--- config.mk ---
export PLATFORM = sky130hd
export DESIGN_NAME = button_event_ctrl_flat
export DESIGN_NICKNAME = d
export VERILOG_FILES = /design/src/rtl/button_event_ctrl_if.sv /design/src/rtl/button_event_ctrl.sv /design/src/flat_wrapper.sv
export SDC_FILE = /design/constraint.sdc
export NUM_CORES = 1
export LEC_CHECK = 0
export BUFFER_PORTS_ARGS = -buffer_cell sky130_fd_sc_hd__buf_2
export CORE_MARGIN = 2
export CORE_UTILIZATION = 35
export CTS_CLUSTER_SIZE = 20
export DETAILED_ROUTE_END_ITERATION = 16
export HOLD_SLACK_MARGIN = 0.12
export SYNTH_ARGS = -nofsm -noshare
export SYNTH_HDL_FRONTEND = slang
export SYNTH_HIERARCHICAL = 1
export SYNTH_SLANG_ARGS = --single-unit
--- constraint.sdc ---
create_clock -name clock_25 -period 8.1 [get_ports clock_25]
set_input_delay 0.81 -clock clock_25 [delete_from_list [all_inputs] [get_ports clock_25]]
set_output_delay 0.81 -clock clock_25 [all_outputs]
set_load 0.005 [all_outputs]
--- src/rtl/button_event_ctrl_if.sv ---
// Event stream from the button scheduler to the peripheral bus: {pressed, index} with valid/ready.
interface button_event_ctrl_if #(
  parameter int IDX_W = 2
);
  logic           evt_valid;
  logic [IDX_W:0] evt_data;
  logic           evt_ready;

  modport master (output evt_valid, output evt_data, input evt_ready);
  modport slave  (input evt_valid, input evt_data, output evt_ready);
endinterface

--- src/rtl/button_event_ctrl.sv ---
// Shared-timer round-robin button debouncer feeding an event FIFO; BTN_RELEASE_EVT_EN also queues releases.
// Latency: raw edge to btn_state/evt_valid is COUNT_MAX+4 cycles when uncontended; FIFO has no bypass.
// Backpressure: evt_ready holds the FIFO head; a commit into a full FIFO is dropped and sets sticky overflow.

module button_event_fifo #(
  parameter int W     = 3,
  parameter int DEPTH = 4
) (
  input  logic         clock_25,
  input  logic         reset,
  input  logic         push,
  input  logic [W-1:0] push_dat,
  input  logic         pop,
  output logic         full,
  output logic         out_vld,
  output logic [W-1:0] out_dat
);
  localparam int PTR_W = $clog2(DEPTH);
  localparam int CNT_W = PTR_W + 1;

  logic [W-1:0]     mem [DEPTH];
  logic [PTR_W-1:0] wr_ptr, rd_ptr, rd_ptr_nxt;
  logic [CNT_W-1:0] count, count_nxt;
  logic [W-1:0]     head_nxt;

  assign rd_ptr_nxt = rd_ptr + PTR_W'(1);
  assign full       = (count == CNT_W'(DEPTH));

  // Head is kept in its own register so the outputs come straight from flops.
  always_comb begin
    count_nxt = count;
    head_nxt  = out_dat;
    if (push && !pop)
      count_nxt = count + CNT_W'(1);
    else if (!push && pop)
      count_nxt = count - CNT_W'(1);
    if (pop) begin
      if (count > CNT_W'(1))
        head_nxt = mem[rd_ptr_nxt];
      else if (push)
        head_nxt = push_dat;
    end else if (push && count == '0) begin
      head_nxt = push_dat;
    end
  end

  always_ff @(posedge clock_25 or negedge reset) begin
    if (!reset) begin
      wr_ptr  <= '0;
      rd_ptr  <= '0;
      count   <= '0;
      out_vld <= 1'b0;
      out_dat <= '0;
      for (int i = 0; i < DEPTH; i++)
        mem[i] <= '0;
    end else begin
      if (push) begin
        mem[wr_ptr] <= push_dat;
        wr_ptr      <= wr_ptr + PTR_W'(1);
      end
      if (pop)
        rd_ptr <= rd_ptr_nxt;
      count   <= count_nxt;
      out_vld <= (count_nxt != '0);
      out_dat <= head_nxt;
    end
  end
endmodule

module button_event_ctrl #(
  parameter int          NUM_BUTTONS = 4,
  parameter int          IDX_W       = 2,
  parameter logic [31:0] COUNT_MAX   = 32'd1250000,
  parameter int          FIFO_DEPTH  = 4
) (
  input  logic                   clock_25,
  input  logic                   reset,
  input  logic [NUM_BUTTONS-1:0] buttons,
  output logic [NUM_BUTTONS-1:0] btn_state,
  button_event_ctrl_if.master    evt,
  output logic                   overflow,
  input  logic                   overflow_clr
);
  typedef enum logic {IDLE, SETTLE} state_t;

  state_t                 state, state_nxt;
  logic [NUM_BUTTONS-1:0] sync_meta, sync, diff;
  logic [IDX_W-1:0]       idx, last, scan_idx;
  logic                   scan_hit;
  logic [31:0]            counter;
  logic                   commit, push_req, push, pop, drop, fifo_full;
  logic [IDX_W:0]         evt_code;

  always_ff @(posedge clock_25 or negedge reset) begin
    if (!reset) begin
      sync_meta <= '0;
      sync      <= '0;
    end else begin
      sync_meta <= buttons;
      sync      <= sync_meta;
    end
  end

  assign diff = sync ^ btn_state;

  // Walk from the farthest candidate back toward last+1 so the nearest mismatch wins.
  always_comb begin
    int j;
    scan_hit = 1'b0;
    scan_idx = '0;
    j        = 0;
    for (int k = NUM_BUTTONS; k >= 1; k--) begin
      j = (int'(last) + k) % NUM_BUTTONS;
      if (diff[IDX_W'(j)]) begin
        scan_hit = 1'b1;
        scan_idx = IDX_W'(j);
      end
    end
  end

  always_comb begin
    state_nxt = state;
    commit    = 1'b0;
    case (state)
      IDLE: begin
        if (scan_hit)
          state_nxt = SETTLE;
      end
      SETTLE: begin
        if (!diff[idx]) begin
          state_nxt = IDLE;
        end else if (counter == COUNT_MAX) begin
          commit    = 1'b1;
          state_nxt = IDLE;
        end
      end
      default: state_nxt = IDLE;
    endcase
  end

  always_ff @(posedge clock_25 or negedge reset) begin
    if (!reset) begin
      state     <= IDLE;
      idx       <= '0;
      last      <= IDX_W'(NUM_BUTTONS - 1);
      counter   <= '0;
      btn_state <= '0;
      overflow  <= 1'b0;
    end else begin
      state <= state_nxt;
      if (state == IDLE) begin
        counter <= '0;
        if (scan_hit)
          idx <= scan_idx;
      end else begin
        counter <= counter + 32'd1;
      end
      if (commit) begin
        btn_state[idx] <= sync[idx];
        last           <= idx;
      end
      // A drop in the same cycle as a clear keeps the flag set.
      if (drop)
        overflow <= 1'b1;
      else if (overflow_clr)
        overflow <= 1'b0;
    end
  end

  assign evt_code = {sync[idx], idx};
`ifdef BTN_RELEASE_EVT_EN
  assign push_req = commit;
`else
  assign push_req = commit && sync[idx];
`endif
  assign pop  = evt.evt_valid && evt.evt_ready;
  assign push = push_req && (!fifo_full || pop);
  assign drop = push_req && fifo_full && !pop;

  button_event_fifo #(
    .W     (IDX_W + 1),
    .DEPTH (FIFO_DEPTH)
  ) u_fifo (
    .clock_25 (clock_25),
    .reset    (reset),
    .push     (push),
    .push_dat (evt_code),
    .pop      (pop),
    .full     (fifo_full),
    .out_vld  (evt.evt_valid),
    .out_dat  (evt.evt_data)
  );
endmodule

--- src/flat_wrapper.sv ---
// flat-port wrapper written by rule: the top's interface ports become plain ports
module button_event_ctrl_flat 
#(
  parameter int          NUM_BUTTONS = 4,
  parameter int          IDX_W       = 2,
  parameter logic [31:0] COUNT_MAX   = 32'd1250000,
  parameter int          FIFO_DEPTH  = 4
)
  (clock_25, reset, buttons, btn_state, overflow, overflow_clr, evt_evt_valid, evt_evt_data, evt_evt_ready);
  button_event_ctrl_if #(.IDX_W(IDX_W)) evt_i ();
  input  logic clock_25;
  input  logic reset;
  input  logic [NUM_BUTTONS-1:0] buttons;
  output logic [NUM_BUTTONS-1:0] btn_state;
  output logic overflow;
  input  logic overflow_clr;
  output wire logic [$bits(evt_i.evt_valid)-1:0] evt_evt_valid;
  output wire logic [$bits(evt_i.evt_data)-1:0] evt_evt_data;
  input wire logic [$bits(evt_i.evt_ready)-1:0] evt_evt_ready;
  assign evt_evt_valid = evt_i.evt_valid;
  assign evt_evt_data = evt_i.evt_data;
  assign evt_i.evt_ready = evt_evt_ready;
  button_event_ctrl #(.NUM_BUTTONS(NUM_BUTTONS), .IDX_W(IDX_W), .COUNT_MAX(COUNT_MAX), .FIFO_DEPTH(FIFO_DEPTH)) u_core (.clock_25(clock_25), .reset(reset), .buttons(buttons), .btn_state(btn_state), .evt(evt_i), .overflow(overflow), .overflow_clr(overflow_clr));
endmodule
# [Word-level counts from Yosys, hierarchy flattened]
# Index checks and enable logic that the tools add are counted.
[totals] ff_bits=73 latchBits=0 mem_bits_rw=0 romBits=0 inputBits=8 output_inout_bits=9 word_cells=112 memories=0
[op_classes] addsub=9 n_mul=0 n_div=0 order_cmp=10 n_eq_ne=3 n_shift=0 n_mux=49 n_bitwise=4 reduce_logical=20
[op_table] operator="$add 32x1->32 const B" n=1
[op_table] operator="$eq 32x21->1 const B" n=1
[op_table] operator="$mux 32" n=1
[op_table] operator="$mux 3" n=9
[op_table] operator="$mux 1" n=23
[op_table] operator="$lt 2x4->1 const B" n=4
[op_table] operator="$bmux 1 s2" n=6
[op_table] operator="$bwmux 12" n=1
[op_table] operator="$logic_and 1x1->1" n=10
[op_table] operator="$add 2x1->2 const B" n=4
[op_table] operator="$mux 2" n=4
[op_table] operator="$bmux 3 s2" n=1
[op_table] operator="$demux 3 s2" n=1
[op_table] operator="$ge 3x3->1 const B" n=2
[op_table] operator="$not 2->3" n=2
[op_table] operator="$add 2x2->2 const B" n=2
[op_table] operator="$bwmux 4" n=1
[op_table] operator="$reduce_and 2->1" n=2
[op_table] operator="$reduce_bool 2->1" n=2
[op_table] operator="$xor 4x4->4" n=1
[op_table] operator="$add 3x1->3 const B" n=1
[op_table] operator="$eq 3x3->1 const B" n=1
[op_table] operator="$gt 3x1->1 const B" n=1
[op_table] operator="$logic_not 1->1" n=3
[op_table] operator="other kinds (11)" n=11

# [Depth between registers and ports, before layout]
# Gate-level depths: netlist (run 1).
[logic_depth] ltp_word=12 mapped_depth=11 mapped_depth_nobuf=9

# [By module]
# The synthesis (run 1) kept the hierarchy.
[by_module_without_submodules] module="button_event_ctrl" n_inst=1 cells_per_inst=250 area_each_um2=2580.0 seq_area_each_um2=1253.7
[by_module_without_submodules] module="button_event_fifo" n_inst=1 cells_per_inst=94 area_each_um2=1217.4 seq_area_each_um2=575.6

# [Least setup slack after synthesis (run 1)]
# Ideal clock, no wire load.
[synth_timing] kind="register to register" startpoint="reg u_core.idx[1]" endpoint="reg u_core/u_fifo/mem[3] (netlist name)" setup_time_ps=128 arrival_time_ps=2452 t_required_ps=7972 path_slack_ps=5520 path_stages_with_launch=9 path_buffers=3 period_less_slack_ps=2580 path_cell_list="dfrtp_1 > clkbuf_1 > mux4_2 > nor4_4 > and3_1 > buf_2 > buf_12 > nand2_1 > mux2_1"
[synth_via] elab_chain_cells=6 elab_cells_between_ends=8 classes_between="mux: 6; reduce/logical: 2"
[synth_lines] item="start: declaration" line="button_event_ctrl.sv:88" source="logic [IDX_W-1:0] idx, last, scan_idx;"
[synth_lines] item="start signal: assignment" line="button_event_ctrl.sv:154" source="idx <= scan_idx;"
[synth_lines] item="$bmux 1 s2" line="button_event_ctrl.sv:130" source="if (!diff[idx]) begin"
[synth_lines] item="$mux 1 (not written as such)" line="button_event_ctrl.sv:130"
[synth_lines] item="$mux 1" line="button_event_ctrl.sv:130"
[synth_lines] item="$mux 1" line="button_event_ctrl.sv:124" source="case (state)"
[synth_lines] item="$logic_and 1x1->1 (*)" line="button_event_ctrl.sv:174" source="assign push_req = commit && sync[idx];"
[synth_lines] item="$logic_and 1x1->1 (*)" line="button_event_ctrl.sv:177" source="assign push = push_req && (!fifo_full || pop);"
[synth_lines] item="via u_core.push" line="button_event_ctrl.sv:91" source="logic commit, push_req, push, pop, drop, fifo_full;"
[synth_lines] item="end signal: indexed assignment" line="button_event_ctrl.sv:58" source="mem[wr_ptr] <= push_dat;"
[synth_lines] item="end: declaration" line="button_event_ctrl.sv:21" source="logic [W-1:0] mem [DEPTH];"
# The timed path passes the listed nets; every way through them passes the cells marked *. The select of a mux whose other input is x is not followed.
# A chain may end at the register's enable or synchronous reset.

# [Final worst setup path (run 1)]
[layout_timing] startpoint="reg u_core.idx[1]" endpoint="reg u_core.u_fifo.out_vld"
[layout_via] elab_chain_cells=11 elab_cells_between_ends=14 classes_between="mux: 8; reduce/logical: 6"
[layout_lines] item="$bmux 1 s2" line="button_event_ctrl.sv:130"
[layout_lines] item="$mux 1 (not written as such)" line="button_event_ctrl.sv:130"
[layout_lines] item="$mux 1" line="button_event_ctrl.sv:130"
[layout_lines] item="$mux 1" line="button_event_ctrl.sv:124"
[layout_lines] item="$logic_and 1x1->1 (*)" line="button_event_ctrl.sv:174"
[layout_lines] item="$logic_and 1x1->1 (*)" line="button_event_ctrl.sv:177"
[layout_lines] item="via u_core.push" line="button_event_ctrl.sv:91"
[layout_lines] item="$logic_not 1->1" line="button_event_ctrl.sv:35" source="else if (!push && pop)"
[layout_lines] item="$logic_and 1x1->1" line="button_event_ctrl.sv:35"
[layout_lines] item="$mux 3" line="button_event_ctrl.sv:35"
[layout_lines] item="$mux 3 (*)" line="button_event_ctrl.sv:33" source="if (push && !pop)"
[layout_lines] item="via u_core.u_fifo.count_nxt[1]" line="button_event_ctrl.sv:23" source="logic [CNT_W-1:0] count, count_nxt;"
[layout_lines] item="$reduce_bool 3->1 (*)" line="button_event_ctrl.sv:64" source="out_vld <= (count_nxt != '0);"
[layout_lines] item="end signal: assignment" line="button_event_ctrl.sv:64"
[layout_lines] item="end: declaration" line="button_event_ctrl.sv:15" source="output logic out_vld,"
# Marks and branches as above.

==> qor.csv, run 1 <==
metric;value;unit
Hold Crit Depth;0;
Worst Setup Start Kind;flip-flop;
Logic pwr share;0.212;
Vias/cell;5.337;
# diodes;0;
Syn Nets;362;
Post-CTS Repair Setup Buffers;0;
minimum clock period;2.994;ns
post-place setup slack;5.107;ns
CTS sink cnt;73;
Psw;0.3128;mW
Max Slew Vio Count;0;
Crit. End Element;flip-flop;
sequential area share after synthesis;0.4817;
Total Routed Length;7478;um
footprint of the multi-input gates;0.001831;mm^2
Initial Utilization;0.3550;
Lkg Pwr;1.802;nW
placed cell areas;0.003979;mm^2
Worst Tran Pin Value;1.062;ns
Post-CTS Resized;0;
cell area after layout;0.004205;mm^2
CTS tree;yes;
Worst Path Max Fanout;17;
final net count;377;
global-route wire length before repair;13060;um
unrepaired setup endpoints after global routing;false;
HPWL after DPL;5025;um
status;finished clean;
Reg-to-Reg Start;u_core/idx[1]$_DFFE_PN0P_;
Via Count;2690;
vias in the first global route;2715;
Slew HR;0.2909;
root buf cell;clkbuf_8;
ANT nets after route;0;
syn avg cell area;11.04;um^2
power consumption;0.9915;mW
Port Buffers;16;
switching part of the total power;0.3155;
Non-Filler Instances;504;
clk_skew;0.009560;ns
R2R depth;6;
Setup TNS;0;ns
initial DRC count;158;
data arrival time of the worst path;3.22;ns
Hold WS;0.3510;ns
final hold violations;0;
Worst Setup Path Type;flip-flop to flip-flop;
Core ar.;0.01070;mm^2
gr usage total;0.1439;
Reg area;0.001829;mm^2
hold path start;u_core/sync_meta[2]$_DFF_PN0_;
cells after synthesis;344;
Ports;17;
Die W;108.2;um
Clock power frac;0.318;
final setup vio count;0;
Reg power frac;0.470;
Routed WL per cell;14.84;um
commonest non-fill, non-tap cell in the layout;dfrtp_1;
Hold Path Class;flip-flop to flip-flop;
post-route clock period utilization;0.3697;
Site Rows;38;
H-tree Lvls;3;
Final WS setup;5.106;ns
VDD IR-drop max;0.1290;mV
die area;0.01170;mm^2
P per Cell Area;235.8;mW/mm^2
GP Congestion;0.7798;
main flop type after synthesis;dfrtp_1;
initial antenna violation count;0;
final core occ;0.3931;
Congestion Overflow GR;0;
placed cell count;488;
clock-pin slew on the worst setup and hold paths;0.07;ns
mapped cell area;0.003797;mm^2
fmax;333.9;MHz
DRC;0;
Yosys warning total;6;
Die Ht;108.2;um
Critical Path RT;8.33;ns
share of post-route cells with drive strength above 1;0.1511;
Yosys cell types;54;
most frequent cells in the layout;71 x dfrtp_1, 22 x nand2_1, 19 x a21oi_1, 18 x nand3_1;
Max Cap Viol;0;
CTS Buffer Depth;2;
clock buffer count from CTS;9;
TritonRoute pass-1 iters;4;
Clock Latency Late Sink;0.35;ns
EDFF count, synth;0;
area grow syn2layout;10.74;%
cts hold-fix bufs;0;
P_int;0.6787;mW
#FFs+latches synth;73;
fraction of registers with async set/reset;1.000;
fill count;1051;
Worst Setup SP;u_core/idx[1]$_DFFE_PN0P_;
pin count of the biggest net entering global routing;74;
metal layers:
layer / wire length [um] / global-route usage / vias up
li1: - / - / 1317
met1: 3638 / 0.1860 / 1341
met2: 3541 / 0.2246 / 24
met3: 180 / 0.04039 / 8
met4: 116 / 0.06593 / 0
met5: 0 / 0 / -
power by group through the flow:
stage	logic [mW]	clock network, mW	registers (mW)
6_report	0.210	0.315	0.466
4_1_cts	0.214	0.327	0.466
2_1_floorplan	0.176	0	0.444
5_1_grt	0.238	0.341	0.475
3_3_place_gp	0.209	0	0.472
3_5_place_dp	0.212	0	0.473
cells by family after synthesis:
logic type | share of synthesized area
flip-flops | 0.4817
XOR/XNOR | 0.04843
multiplexers | 0.09160
AND/OR/NAND/NOR | 0.1980
adder cells (fa/ha/maj) | 0.03295
AO/OA/AOI/OAI | 0.1110
buffers and inverters | 0.03624
Yosys cell counts, types with 5 or more instances:
library cell / count / area [um^2]
ha_1: 10 / 125.1
nor4_1: 9 / 56.30
mux2_2: 10 / 112.6
nand3b_1: 6 / 45.04
and4_1: 5 / 43.79
o21ai_0: 5 / 25.02
nand3_1: 18 / 90.09
nand2_1: 22 / 82.58
or3_1: 5 / 31.28
xor2_1: 11 / 96.34
nand4_1: 8 / 50.05
o31ai_1: 16 / 120.1
inv_1: 15 / 56.30
clkbuf_1: 9 / 33.78
xnor2_1: 10 / 87.58
a21oi_1: 19 / 95.09
mux2_1: 9 / 101.4
nor2_1: 16 / 60.06
or4_1: 13 / 97.59
dfrtp_1: 71 / 1777
critical path, cell delays in order (launching register included):
cell and delay, ns:
dfrtp_1 0.63, mux4_2 0.65, nor4_4 0.39, and3_1 0.59, xor2_1 0.27, o211ai_1 0.13
nand4bb_1 0.20
path summary, 6_finish.rpt:
check,endpoint,slack (ns)
max,u_core/u_fifo/out_vld$_DFF_PN0_,5.11
min,u_core/sync[2]$_DFF_PN0_,0.35
max reg2reg,u_core/u_fifo/out_vld$_DFF_PN0_,5.11
min reg2reg,u_core/sync[2]$_DFF_PN0_,0.35
max in group asynchronous,u_core/btn_state[2]$_DFFE_PN0P_,6.83
min in group asynchronous,u_core/u_fifo/out_vld$_DFF_PN0_,0.66
area by class of cell:
cell class              instances  share of cell area
multi-input cells             243              0.4353
inverters                      15             0.01339
well taps                     140             0.04165
repair buffers                 17             0.02083
flip-flops and latches         73              0.4350
clock buffers                  15             0.04671
clock inverters                 1            0.007141
sequential cells by signal, summed over array words and instances (netlist names):
| register | cells |
|---|---|
| u_core/u_fifo/out_dat | 3 |
| u_core/counter | 32 |
| u_core/sync_meta | 4 |
| u_core/state | 1 |
| u_core/u_fifo/out_vld | 1 |
| u_core/btn_state | 4 |
| u_core/overflow | 1 |
| u_core/u_fifo/rd_ptr | 2 |
| u_core/u_fifo/count | 3 |
| u_core/sync | 4 |
| u_core/u_fifo/wr_ptr | 2 |
| u_core/last | 2 |
| u_core/u_fifo/mem | 12 |
| u_core/idx | 2 |
Note: power is estimated with default switching activity, not from simulation.
==> run 2, diff against run 1 <==
- clock period: 8.1 -> 2.73 ns (I/O delays scaled with it)
==> run 2 against run 1 <==
Effect of this change:
- power grew to 3.0 times the previous value
- register-to-register slack got worse by 4.9 ns
- final area rose by 3.1%
- clock-buffer cell count shrank 4
- die area is the same
- flip-flop and latch count did not move
- critical path depth up 1
- largest power group unchanged
- highest routed layer unchanged
==> qor.csv, run 2 (same netlist as run 1, synthesis figures left out) <==
metric;value;unit
status;finished clean;
Setup TNS;0;ns
Via Count;2760;
CTS Buffer Depth;2;
commonest non-fill, non-tap cell in the layout;dfrtp_1;
clk_skew;0.009304;ns
hold path start;overflow_clr;
Initial Utilization;0.3550;
Port Buffers;16;
GP Congestion;0.8025;
initial antenna violation count;0;
initial DRC count;150;
placed cell areas;0.004061;mm^2
Slowest Stage Delay on Critical Path;0.56;ns
Hold WS;0.2703;ns
Routed WL per cell;14.63;um
H-tree Lvls;3;
ANT nets after route;0;
Slew HR;0.5795;
slowest CP cell;mux4_2;
post-route clock period utilization;0.9138;
fmax;400.9;MHz
Vias/cell;5.308;
Die Ht;108.2;um
most frequent cells in the layout;71 x dfrtp_1, 22 x nand2_1, 19 x a21oi_1, 18 x nand3_1;
gr usage total;0.1450;
minimum clock period;2.495;ns
cell area after layout;0.004337;mm^2
Core ar.;0.01070;mm^2
final core occ;0.4054;
Largest register FFs;32;
delay-heaviest family, CP;simple AND/OR/NAND/NOR gates;
CTS tree;yes;
Reg-to-Reg Start;u_core/btn_state[0]$_DFFE_PN0P_;
# diodes;0;
final setup vio count;0;
Max Slew Vio Count;0;
unrepaired setup endpoints after global routing;false;
Worst Setup Start Kind;flip-flop;
Worst Path Max Fanout;10;
Biggest register;u_core/counter;
CP Buf/Inv Count;0;
CP Cell Sequence;xnor2_1 > mux4_2 > nor4_4 > and3_4 > xor2_1 > o211ai_1 > nand4bb_1;
reg2reg end;u_core/u_fifo/out_vld$_DFF_PN0_;
Lkg Pwr;1.873;nW
register-to-register setup slack;0.24;ns
R2R depth;7;
Hold Path Class;primary input to flip-flop;
clock-pin slew on the worst setup and hold paths;0.08;ns
Max Cap Viol;0;
VDD IR-drop max;0.3474;mV
data arrival time of the worst path;2.72;ns
HPWL after DPL;5363;um
Ports;17;
TritonRoute pass-1 iters;4;
Site Rows;38;
final net count;393;
Crit. End Element;flip-flop;
share of post-route cells with drive strength above 1;0.1763;
Worst Tran Pin Value;0.6289;ns
die area;0.01170;mm^2
clock buffer count from CTS;9;
global-route wire length before repair;13250;um
Critical Path RT;2.96;ns
Total Routed Length;7610;um
pin count of the biggest net entering global routing;39;
P per Cell Area;693.0;mW/mm^2
vias in the first global route;2755;
power consumption;3.005;mW
CTS sink cnt;73;
DRC;0;
Die W;108.2;um
final hold violations;0;
Hold Crit Depth;3;
largest registers;u_core/counter (32), u_core/u_fifo/mem (12);
root buf cell;clkbuf_8;
Hold EP;u_core/overflow$_DFFE_PN0P_;
Clock Latency Late Sink;0.35;ns
Worst Setup Path Type;flip-flop to flip-flop;
Congestion Overflow GR;0;
area grow syn2layout;14.20;%
[run 2: changes by cell type in the layout (fill, tap and decap cells not counted), sizes merged]
| cell | delta |
|---|---|
| dlygate4sd3 | +5 |
| bufinv | +1 |
| clkinv | +3 |
| buf | +11 |
| clkbuf | -4 |
[run 2: routing by layer]
| metal | wire, um | GRT usage | vias up |
|---|---|---|---|
| met5 | 0 | 0 | - |
| met4 | 111 | 0.05220 | 0 |
| met3 | 237 | 0.04159 | 8 |
| met2 | 3706 | 0.2412 | 35 |
| met1 | 3555 | 0.1799 | 1368 |
| li1 | - | - | 1349 |
[run 2: metrics by stage]
step                      instances  setup slack (ns)
after global placement          499            0.2400
after floorplan                 344            0.1504
after detailed placement        499           0.08553
after CTS                       520           0.07402
after global routing            520           0.03744
final                           520            0.2355
[run 2: worst max path at each step]
stage / slack, ns / to / startpoint / cells after the start
finish: 0.24 / u_core/u_fifo/out_vld$_DFF_PN0_ / u_core/btn_state[0]$_DFFE_PN0P_ / 7
global route: 0.04 / u_core/u_fifo/out_vld$_DFF_PN0_ / u_core/counter[0]$_DFF_PN0_ / 10
CTS: 0.07 / u_core/u_fifo/out_vld$_DFF_PN0_ / u_core/btn_state[0]$_DFFE_PN0P_ / 7
detailed placement: 0.09 / u_core/u_fifo/out_vld$_DFF_PN0_ / u_core/btn_state[0]$_DFFE_PN0P_ / 7
global placement: 0.24 / u_core/u_fifo/out_vld$_DFF_PN0_ / u_core/btn_state[0]$_DFFE_PN0P_ / 7
floorplan: 0.15 / u_core/u_fifo/mem[6]$_DFFE_PN0P_ / u_core/idx[1]$_DFFE_PN0P_ / 8
[run 2: worst reg2reg max path, delay by kind of cell (launching register included)]
family / cells / cell delay (ns)
flip-flops: 1 / 0.42
XOR/XNOR: 2 / 0.42
multiplexers: 1 / 0.56
AND/OR/NAND/NOR: 3 / 0.83
AO/OA/AOI/OAI: 1 / 0.14
[run 2: layout make-up]
class / instances / area [um^2]
tap: 140 / 175.2
multi-input combinational: 243 / 1836
timing repair buffer: 33 / 220.2
clock buffer: 11 / 141.4
fill: 1051 / 6361
inverter: 15 / 56.30
sequential: 73 / 1829
clock inverter: 5 / 78.83
[run 2: what timing repair did]
action,4_1_cts,5_1_grt
hold endpoints to repair,75,0
hold buffers,5,0
endpoints found under the setup margin,0,12
gates resized for setup,0,2
buffers inserted,0,0
[run 2: where the power goes]
group          switching, mW  internal [mW]
Combinational          0.420          0.313
Clock                  0.397          0.538
Sequential             0.140           1.20
